--- src/rtl/isa_pkg.sv ---
// Shared ISA definitions for the core decoder and the program memory loader.
// Holds opcode and register encodings, the NOP fill word and the loader state type.
package isa_pkg;

    localparam int OPCODE_W = 4;
    localparam int REG_W    = 2;
    localparam int WORD_W   = OPCODE_W + REG_W;

    localparam logic [OPCODE_W-1:0] OPCODE_NOP = 4'h0;
    localparam logic [OPCODE_W-1:0] OPCODE_ADD = 4'h1;
    localparam logic [OPCODE_W-1:0] OPCODE_SUB = 4'h2;
    localparam logic [OPCODE_W-1:0] OPCODE_AND = 4'h3;
    localparam logic [OPCODE_W-1:0] OPCODE_OR  = 4'h4;
    localparam logic [OPCODE_W-1:0] OPCODE_XOR = 4'h5;
    localparam logic [OPCODE_W-1:0] OPCODE_NOT = 4'h6;
    localparam logic [OPCODE_W-1:0] OPCODE_LD  = 4'h7;
    localparam logic [OPCODE_W-1:0] OPCODE_ST  = 4'h8;

    localparam logic [REG_W-1:0] R0 = 2'd0;
    localparam logic [REG_W-1:0] R1 = 2'd1;
    localparam logic [REG_W-1:0] R2 = 2'd2;
    localparam logic [REG_W-1:0] R3 = 2'd3;

    localparam logic [WORD_W-1:0] NOP_WORD = {OPCODE_NOP, R0};

    typedef enum logic [1:0] {
        FILL = 2'd0,
        RUN  = 2'd1,
        LOAD = 2'd2
    } ldr_state_t;

endpackage

--- src/rtl/program_memory_loader_if.sv ---
// Fetch port and loader stream port of the program memory loader.
// master = core/loader side, slave = program_memory_loader.
interface program_memory_loader_if #(
    parameter int ADDR_W  = 5,
    parameter int INSTR_W = 6
);
    import isa_pkg::*;

    logic               fetch_en;
    logic [ADDR_W-1:0]  fetch_addr;
    logic [INSTR_W-1:0] instr_out;
    logic               instr_valid;
    logic               hold_cpu;
    logic               load_start;
    logic               ld_valid;
    logic [INSTR_W-1:0] ld_data;
    logic               ld_last;
    logic               ld_ready;
    logic               load_done;
    logic [ADDR_W:0]    words_loaded;

    modport master (
        output fetch_en, fetch_addr, load_start, ld_valid, ld_data, ld_last,
        input  instr_out, instr_valid, hold_cpu, ld_ready, load_done, words_loaded
    );

    modport slave (
        input  fetch_en, fetch_addr, load_start, ld_valid, ld_data, ld_last,
        output instr_out, instr_valid, hold_cpu, ld_ready, load_done, words_loaded
    );

endinterface

--- src/rtl/program_memory_loader_ram.sv ---
// DEPTH x INSTR_W instruction store: one write port, one registered read port.
// The array itself is never reset; only the read register is.
module prog_mem_ram #(
    parameter int                 ADDR_W   = 5,
    parameter int                 INSTR_W  = 6,
    parameter logic [INSTR_W-1:0] RST_WORD = '0
) (
    input  logic               clk,
    input  logic               rst_n,
    input  logic               wr_en,
    input  logic [ADDR_W-1:0]  wr_addr,
    input  logic [INSTR_W-1:0] wr_data,
    input  logic               rd_en,
    input  logic [ADDR_W-1:0]  rd_addr,
    output logic [INSTR_W-1:0] rd_data
);
    import isa_pkg::*;

    localparam int DEPTH = 1 << ADDR_W;

    logic [INSTR_W-1:0] mem_q [DEPTH];
    logic [INSTR_W-1:0] rd_data_d, rd_data_q;

    always_ff @(posedge clk) begin
        if (wr_en) begin
            mem_q[wr_addr] <= wr_data;
        end
    end

    always_comb begin
        rd_data_d = rd_data_q;
        if (rd_en) begin
            rd_data_d = mem_q[rd_addr];
        end
    end

    always_ff @(posedge clk or negedge rst_n) begin
        if (!rst_n) begin
            rd_data_q <= RST_WORD;
        end else begin
            rd_data_q <= rd_data_d;
        end
    end

    assign rd_data = rd_data_q;

endmodule

--- src/rtl/program_memory_loader.sv ---
// Reloadable instruction memory: serves core fetches in RUN, accepts a program over
// a valid/ready stream in LOAD, and scrubs the unused tail with NOPs in FILL.
module program_memory_loader #(
    parameter int                 ADDR_W   = 5,
    parameter int                 INSTR_W  = 6,
    parameter logic [INSTR_W-1:0] NOP_WORD = INSTR_W'(isa_pkg::NOP_WORD)
) (
    input  logic                    clk,
    input  logic                    rst_n,
    program_memory_loader_if.slave  bus
);
    import isa_pkg::*;

    localparam int                DEPTH = 1 << ADDR_W;
    localparam logic [ADDR_W-1:0] LAST  = ADDR_W'(DEPTH - 1);

    ldr_state_t         state_d, state_q;
    logic [ADDR_W-1:0]  ptr_d, ptr_q;
    logic [ADDR_W:0]    words_loaded_d, words_loaded_q;
    logic               instr_valid_d, instr_valid_q;
    logic               hold_cpu_d, hold_cpu_q;
    logic               ld_ready_d, ld_ready_q;
    logic               load_done_d, load_done_q;
    logic               post_load_d, post_load_q;

    logic               wr_en;
    logic [INSTR_W-1:0] wr_data;
    logic               rd_en;
    logic               handshake;

    assign handshake = bus.ld_valid && ld_ready_q;

    always_comb begin
        state_d        = state_q;
        ptr_d          = ptr_q;
        words_loaded_d = words_loaded_q;
        instr_valid_d  = 1'b0;
        load_done_d    = 1'b0;
        post_load_d    = post_load_q;
        wr_en          = 1'b0;
        wr_data        = NOP_WORD;
        rd_en          = 1'b0;

        case (state_q)
            FILL: begin
                wr_en = 1'b1;
                ptr_d = ptr_q + 1'b1;
                if (ptr_q == LAST) begin
                    // Only a scrub that follows a reload reports completion.
                    state_d     = RUN;
                    load_done_d = post_load_q;
                    post_load_d = 1'b0;
                end
            end
            RUN: begin
                rd_en         = bus.fetch_en;
                instr_valid_d = bus.fetch_en;
                if (bus.load_start) begin
                    state_d        = LOAD;
                    ptr_d          = '0;
                    words_loaded_d = '0;
                end
            end
            LOAD: begin
                if (handshake) begin
                    wr_en          = 1'b1;
                    wr_data        = bus.ld_data;
                    words_loaded_d = words_loaded_q + 1'b1;
                    ptr_d          = ptr_q + 1'b1;
                    if (ptr_q == LAST) begin
                        // Memory is full, so there is no tail left to scrub.
                        state_d     = RUN;
                        load_done_d = 1'b1;
                    end else if (bus.ld_last) begin
                        state_d     = FILL;
                        post_load_d = 1'b1;
                    end
                end
            end
            default: begin
                state_d = FILL;
                ptr_d   = '0;
            end
        endcase

        hold_cpu_d = (state_d != RUN);
        ld_ready_d = (state_d == LOAD);
    end

    always_ff @(posedge clk or negedge rst_n) begin
        if (!rst_n) begin
            state_q        <= FILL;
            ptr_q          <= '0;
            words_loaded_q <= '0;
            instr_valid_q  <= 1'b0;
            hold_cpu_q     <= 1'b1;
            ld_ready_q     <= 1'b0;
            load_done_q    <= 1'b0;
            post_load_q    <= 1'b0;
        end else begin
            state_q        <= state_d;
            ptr_q          <= ptr_d;
            words_loaded_q <= words_loaded_d;
            instr_valid_q  <= instr_valid_d;
            hold_cpu_q     <= hold_cpu_d;
            ld_ready_q     <= ld_ready_d;
            load_done_q    <= load_done_d;
            post_load_q    <= post_load_d;
        end
    end

    prog_mem_ram #(
        .ADDR_W   (ADDR_W),
        .INSTR_W  (INSTR_W),
        .RST_WORD (NOP_WORD)
    ) u_ram (
        .clk     (clk),
        .rst_n   (rst_n),
        .wr_en   (wr_en),
        .wr_addr (ptr_q),
        .wr_data (wr_data),
        .rd_en   (rd_en),
        .rd_addr (bus.fetch_addr),
        .rd_data (bus.instr_out)
    );

    assign bus.instr_valid  = instr_valid_q;
    assign bus.hold_cpu     = hold_cpu_q;
    assign bus.ld_ready     = ld_ready_q;
    assign bus.load_done    = load_done_q;
    assign bus.words_loaded = words_loaded_q;

endmodule

--- src/flat_wrapper.sv ---
// flat-port wrapper written by rule: the top's interface ports become plain ports
module program_memory_loader_flat import isa_pkg::*;
#(
    parameter int                 ADDR_W   = 5,
    parameter int                 INSTR_W  = 6,
    parameter logic [INSTR_W-1:0] NOP_WORD = INSTR_W'(isa_pkg::NOP_WORD)
)
  (clk, rst_n, bus_fetch_en, bus_fetch_addr, bus_load_start, bus_ld_valid, bus_ld_data, bus_ld_last, bus_instr_out, bus_instr_valid, bus_hold_cpu, bus_ld_ready, bus_load_done, bus_words_loaded);
  program_memory_loader_if #(.ADDR_W(ADDR_W), .INSTR_W(INSTR_W)) bus_i ();
  input  logic clk;
  input  logic rst_n;
  input wire logic [$bits(bus_i.fetch_en)-1:0] bus_fetch_en;
  input wire logic [$bits(bus_i.fetch_addr)-1:0] bus_fetch_addr;
  input wire logic [$bits(bus_i.load_start)-1:0] bus_load_start;
  input wire logic [$bits(bus_i.ld_valid)-1:0] bus_ld_valid;
  input wire logic [$bits(bus_i.ld_data)-1:0] bus_ld_data;
  input wire logic [$bits(bus_i.ld_last)-1:0] bus_ld_last;
  output wire logic [$bits(bus_i.instr_out)-1:0] bus_instr_out;
  output wire logic [$bits(bus_i.instr_valid)-1:0] bus_instr_valid;
  output wire logic [$bits(bus_i.hold_cpu)-1:0] bus_hold_cpu;
  output wire logic [$bits(bus_i.ld_ready)-1:0] bus_ld_ready;
  output wire logic [$bits(bus_i.load_done)-1:0] bus_load_done;
  output wire logic [$bits(bus_i.words_loaded)-1:0] bus_words_loaded;
  assign bus_i.fetch_en = bus_fetch_en;
  assign bus_i.fetch_addr = bus_fetch_addr;
  assign bus_i.load_start = bus_load_start;
  assign bus_i.ld_valid = bus_ld_valid;
  assign bus_i.ld_data = bus_ld_data;
  assign bus_i.ld_last = bus_ld_last;
  assign bus_instr_out = bus_i.instr_out;
  assign bus_instr_valid = bus_i.instr_valid;
  assign bus_hold_cpu = bus_i.hold_cpu;
  assign bus_ld_ready = bus_i.ld_ready;
  assign bus_load_done = bus_i.load_done;
  assign bus_words_loaded = bus_i.words_loaded;
  program_memory_loader #(.ADDR_W(ADDR_W), .INSTR_W(INSTR_W), .NOP_WORD(NOP_WORD)) u_core (.clk(clk), .rst_n(rst_n), .bus(bus_i));
endmodule
--- config.mk ---
export PLATFORM = sky130hd
export DESIGN_NAME = program_memory_loader_flat
export DESIGN_NICKNAME = d
export VERILOG_FILES = /design/src/rtl/isa_pkg.sv /design/src/rtl/program_memory_loader_if.sv /design/src/rtl/program_memory_loader_ram.sv /design/src/rtl/program_memory_loader.sv /design/src/flat_wrapper.sv
export SDC_FILE = /design/constraint.sdc
export NUM_CORES = 1
export LEC_CHECK = 0
export ABC_AREA = 1
export CORE_MARGIN = 1
export CORE_UTILIZATION = 50
export CTS_CLUSTER_DIAMETER = 100
export CTS_CLUSTER_SIZE = 30
export DETAILED_ROUTE_END_ITERATION = 7
export GPL_TIMING_DRIVEN = 1
export PLACE_DENSITY = 0.67
export REMOVE_ABC_BUFFERS = 1
export SLEW_MARGIN = 20
export SYNTH_ARGS = -nofsm -noshare
export SYNTH_HDL_FRONTEND = slang
export SYNTH_SLANG_ARGS = --single-unit
--- constraint.sdc ---
create_clock -name clk -period 2.37 [get_ports clk]
set_input_delay 0.237 -clock clk [delete_from_list [all_inputs] [get_ports clk]]
set_output_delay 0.237 -clock clk [all_outputs]
set_load 0.01 [all_outputs]
# Word-level counts from Yosys, hierarchy flattened
# Memory sizes are Yosys's and may differ from the RTL's. A register that Yosys moved wholly into a read port is not among the register bits.
# Index checks and enable logic that the tools add are counted.
dict set report classes {
  n_eq_ne 10
  shift 0
  n_addsub 2
  mul 0
  n_mux 28
  div_mod_pow 0
  magnitude_cmp 0
  reduce_logical 8
  n_bitwise 0
}
# cell n
set op_table {}
lappend op_table {{6-bit 2-to-1 mux} 4}
lappend op_table {{5-bit case mux with 3 select lines} 1}
lappend op_table {{6-bit case mux with 2 select lines} 1}
lappend op_table {{1-bit 2-to-1 mux} 11}
lappend op_table {{2-bit 2-to-1 mux} 5}
lappend op_table {{5-bit 2-to-1 mux} 2}
lappend op_table {{6-bit by 1-bit adder with 6-bit output, second input constant} 1}
lappend op_table {{2-bit by 1-bit inequality test with 1-bit output, second input constant} 3}
lappend op_table {{2-bit inequality test, second input constant} 3}
lappend op_table {{1-bit case mux with 2 select lines} 3}
lappend op_table {{2-bit case mux with 3 select lines} 1}
lappend op_table {{5-bit by 1-bit adder with 5-bit output, second input constant} 1}
lappend op_table {{5-bit == test, second input constant} 1}
lappend op_table {{5-bit AND reduction} 1}
lappend op_table {{2-bit == test, second input constant} 2}
lappend op_table {{2-bit nonzero test} 2}
lappend op_table {{3-bit AND reduction} 1}
lappend op_table {{2-bit by 1-bit == test with 1-bit output, second input constant} 1}
lappend op_table {{2-bit zero test} 1}
lappend op_table {{2-bit AND reduction} 1}
lappend op_table {{1-bit logical AND} 1}
lappend op_table {{1-bit zero test} 1}
dict set report word_totals {
  output_inout_bits 16
  in_bits 17
  mem_count 1
  register_bits 18
  latch_bits 0
  mem_bits_rw 192
  romBits 0
  elab_cells 57
}
# memory depth width rd rd_clocked_by_memory_dff write_ports line_no
set memory_table {}
lappend memory_table {u_core.u_ram.mem_q 32 6 1 1 1 program_memory_loader_ram.sv:21} ;# logic [INSTR_W-1:0] mem_q [DEPTH];

# Logic depth before layout (Yosys ltp)
dict set report logic_depth {
  word_depth 5
  depth_mapped 12
  depth_no_buf 9
}

# Hierarchy
# A second synthesis with hierarchy kept.
dict set report hier_totals {
  hier_cells 832
  hier_area_um2 9117.5
}
# module n_inst area_each_um2 cells_per_inst seq_area_each_um2
set modules_own_cells {}
lappend modules_own_cells {prog_mem_ram 1 8126.5 705 5915.7}
lappend modules_own_cells {program_memory_loader 1 991.0 127 451.7}

# Worst setup path before layout
# Ideal clock, no wire load.
dict set report synth_path {
  path_type {reg2reg}
  from {register u_core.state_q[1]}
  to {memory u_core.u_ram.mem_q[0][0] (data pin)}
  path_buffers 0
  setup_ns 0.351
  synth_period_minus_slack_ns 2.039
  slack_ns 0.331
  path_stages_with_launch 5
  arrival_time_ns 1.689
  t_required_ns 2.019
  cell_sequence {dfrtp_1 inv_1 nor2_2 clkinv_1 nor2_1}
}
dict set report synth_between {
  elab_chain_cells 2
}
# item line_no
set synth_lines {}
lappend synth_lines {{start: declaration} program_memory_loader.sv:17} ;# ldr_state_t state_d, state_q;
lappend synth_lines {{start signal: assignment} program_memory_loader.sv:101} ;# state_q <= state_d;
lappend synth_lines {{2-bit == test} program_memory_loader.sv:44} ;# case (state_q)
lappend synth_lines {{6-bit 2-to-1 mux} program_memory_loader.sv:44}
lappend synth_lines {{named net u_core.u_ram.wr_data[0]} program_memory_loader_ram.sv:12} ;# input logic [INSTR_W-1:0] wr_data,
lappend synth_lines {{end: declaration} program_memory_loader_ram.sv:21}
# The timed path passes the listed nets, and every way through them passes these cells.

# Worst setup path after layout
dict set report layout_path {
  from {register u_core.state_q[1]}
  to {memory u_core.u_ram.mem_q[4][5] (data pin)}
}
# The elaborated chain is that of the path after synthesis.

==> flow_summary.ini <==
[hold_path]
min_path_type = in -> async

[timing]
finClkSkew_ns = 0.02407
setup_viol_count_final = 0
timing.final.hold_violations = 0
rsz0062_at_grt = no
setup_tns_ns = 0
achievable-frequency_ghz = 0.5166
report.final.slew_viol_count = 0
min_period_ns = 1.936
max_slew.worst_pin.slew_ns = 0.8130
worst_slew_margin_rel_pct = 45.74
whs_ns = 0.1431
final_min_period_over_clock_period_pct = 81.67
setup_slack_ns = 0.4344

[placed_design]
detailedPlacementHpwl_um = 13540
gpl.final_weighted_congestion = 0.9048
port_buffers = 32
place_worst_setup_slack_ns = 0.1207

[finish]
fill_cells = 1400
seq_area_mm2 = 0.006367
final_cell_mix = sky130_fd_sc_hd__nand2_1 (280), sky130_fd_sc_hd__edfxtp_1 (192), sky130_fd_sc_hd__nand3_1 (173)
layout.nets = 892
multi_input_area_mm2 = 0.002362
insertedDiodeCount = 0
area_delta_synth_final_pct = 12.57
most_common_cell_after_layout_fill_and_taps_aside = sky130_fd_sc_hd__nand2_1
fraction_of_final_layout_cells_with_drive_strength_greater_than_1_pct = 9.164
finalCoreUtilization_pct = 58.20

[worst_setup_path]
worst_ep_required_time_ns = 2.61
path_common_cell = sky130_fd_sc_hd__nor2_2
arrival_ns = 2.18
critPathSlowestCell = sky130_fd_sc_hd__dfrtp_1
max_stage_delay_ns = 0.44
endpoint_class_of_the_critical_path = flop
path_cells = inv_1 > nor2_2 > clkinv_1 > nor2_2 > buf_4
worst_setup_sp_type = flop
crit_path_max_fanout = 24
classification_of_the_worst_setup_path = reg -> reg

[synthesis]
post_synth_instance_area_mm2 = 0.009036
synth.yosys.seq_area_share_pct = 70.47
area_share_of_the_leading_cell_type_in_the_synthesized_netlist_pct = 63.81
post_synth_edffs = 192
ys_dominant_reg_cell = sky130_fd_sc_hd__edfxtp_1
syn-instance-count = 812
synth.distinct_cells = 30
yosys_register_bits = 216
synthesis.area_per_instance_um2 = 11.13
yosys_warnings = 0
yosys-top-cells-area = sky130_fd_sc_hd__edfxtp_1 (64%), sky130_fd_sc_hd__nand2_1 (12%), sky130_fd_sc_hd__nand3_1 (9.6%)
synthArstFlopShare_pct = 11.11
synth.largest_area_cell = sky130_fd_sc_hd__edfxtp_1

[status]
outcome = completed

[grt]
antenna_found_initial = 0
globalRoute.totalOverflow = 0
maximum_number_of_pins_on_one_net_before_global_route_repair = 97
grt_pass1_wl_um = 32070
via_count_of_the_first_global_routing_pass = 6114
grtUsageTotal_pct = 23.27

[power]
cellLeakagePower_nw = 3.929
power.density_mw_per_mm2 = 861.5
vdd_ir_drop_max_uv = 787.5

[clock_tree]
cts.sinks = 216
ctsHoldBuffers = 0
cts.clk_slew.worst_paths_ns = 0.11
post-cts-setup-buffers = 0
post_cts_resize_count = 0
cts_tree = yes
clock_insertion_delay_worst_skew_ns = 0.46
root_buffer = sky130_fd_sc_hd__clkbuf_16
tritoncts.num_buffers = 11
clockBufferDepth = 3
cts-htree-levels = 1

[detailed_routing]
wl_per_cell_um = 18.59
drt_wl_total_um = 20410
viasPerCell = 5.613
drt_first_iter_violations = 671
drt_pass1_iterations = 5
routed-via-count = 6163
remaining_drc_errors = 0
route.antenna.remaining_nets = 0

[die]
number_of_placement_rows = 48
die_width_um = 136.4
dieHeight_um = 136.4
fp.coreArea_mm2 = 0.01748
initial_core_util_pct = 51.70
die-area_mm2 = 0.01861
floorplan.io_pins = 33

[run]
maxCapViolCount = 0
-- routing by layer --
metal / global-route usage [%] / part of all wire, % / vias to the layer above
met5: 0 / 0 / -
met4: 10.37 / 3.9 / 0
met3: 2.200 / 6.3 / 57
met2: 39.09 / 48 / 263
met1: 30.83 / 41 / 2943
li1: - / - / 2900
-- worst paths after layout --
kind,start,endpoint,slack [ns],depth (start not counted)
min,rst_n,u_core.bus.words_loaded[1],0.14,2
max,u_core.state_q[1],u_core.u_ram.mem_q[4][5],0.43,5
max in group asynchronous,rst_n,u_core.bus.hold_cpu,1.88,2
min reg2reg,u_core.u_ram.rd_data[3],u_core.u_ram.rd_data[3],0.50,2
min in group clk,u_core.u_ram.rd_data[3],u_core.u_ram.rd_data[3],0.50,2
max reg2reg,u_core.state_q[1],u_core.u_ram.mem_q[4][5],0.43,5
-- metrics by stage --
stage	total power (W)	area (um^2)	std cells
2_1_floorplan	0.005871	8803	774
3_3_place_gp	0.006752	9848	1081
3_5_place_dp	0.006812	9848	1081
4_1_cts	0.008800	10170	1098
5_1_grt	0.009162	10170	1098
6_report	0.008764	10170	1098
-- worst max-delay path, delay by kind of cell (launching register included) --
family / cells / cell delay [ns]
buffers and inverters: 3 / 0.79
and+or+nand+nor: 2 / 0.47
DFF: 1 / 0.44
-- state kept, by name, indices dropped and copies added (netlist names) --
name,count
u_core.u_ram.mem_q,192
u_core.bus.words_loaded,6
u_core.u_ram.rd_data,6
u_core.ptr_q,5
u_core.state_q,2
u_core.bus.hold_cpu,1
u_core.bus.instr_valid,1
u_core.bus.ld_ready,1
u_core.bus.load_done,1
u_core.post_load_q,1
-- cell usage after synthesis (all sizes together) (2+ instances only) --
cell type,count
nand2,283
clkbuf,4
buf,34
inv,22
nor2,44
o21ai,9
edfxtp,192
a21oi,7
o211ai,2
dfrtp,23
nor3,5
nand3,174
ha,6
-- kinds of logic (layout without fill, tap and decap cells) --
| family | count (synthesis) | after routing | share of synthesized area (%) |
|---|---|---|---|
| AND/OR/NAND/NOR | 510 | 510 | 23.95 |
| flip-flops | 216 | 216 | 70.47 |
| buffers and inverters | 61 | 122 | 3.558 |
| AO/OA/AOI/OAI | 18 | 18 | 1.094 |
| adder cells (fa/ha/maj) | 6 | 6 | 0.8308 |
| XOR/XNOR | 1 | 1 | 0.09694 |
-- where the power goes --
part	internal [W]	switching, W	total [W]
sequential	0.00468	0.000216	0.00490
combinational	0.000631	0.00122	0.00185
clock	0.000899	0.00112	0.00202
total	0.00621	0.00255	0.00876
-- layout make-up --
cell class	count	area share (%)
Tap cell	225	2.768
Sequential cell	216	62.60
Clock inverter	1	0.2952
Timing Repair Buffer	82	7.355
Clock buffer	16	2.891
Inverter	23	0.8733
Multi-Input combinational cell	535	23.22
(Power assumes the default switching activity.)
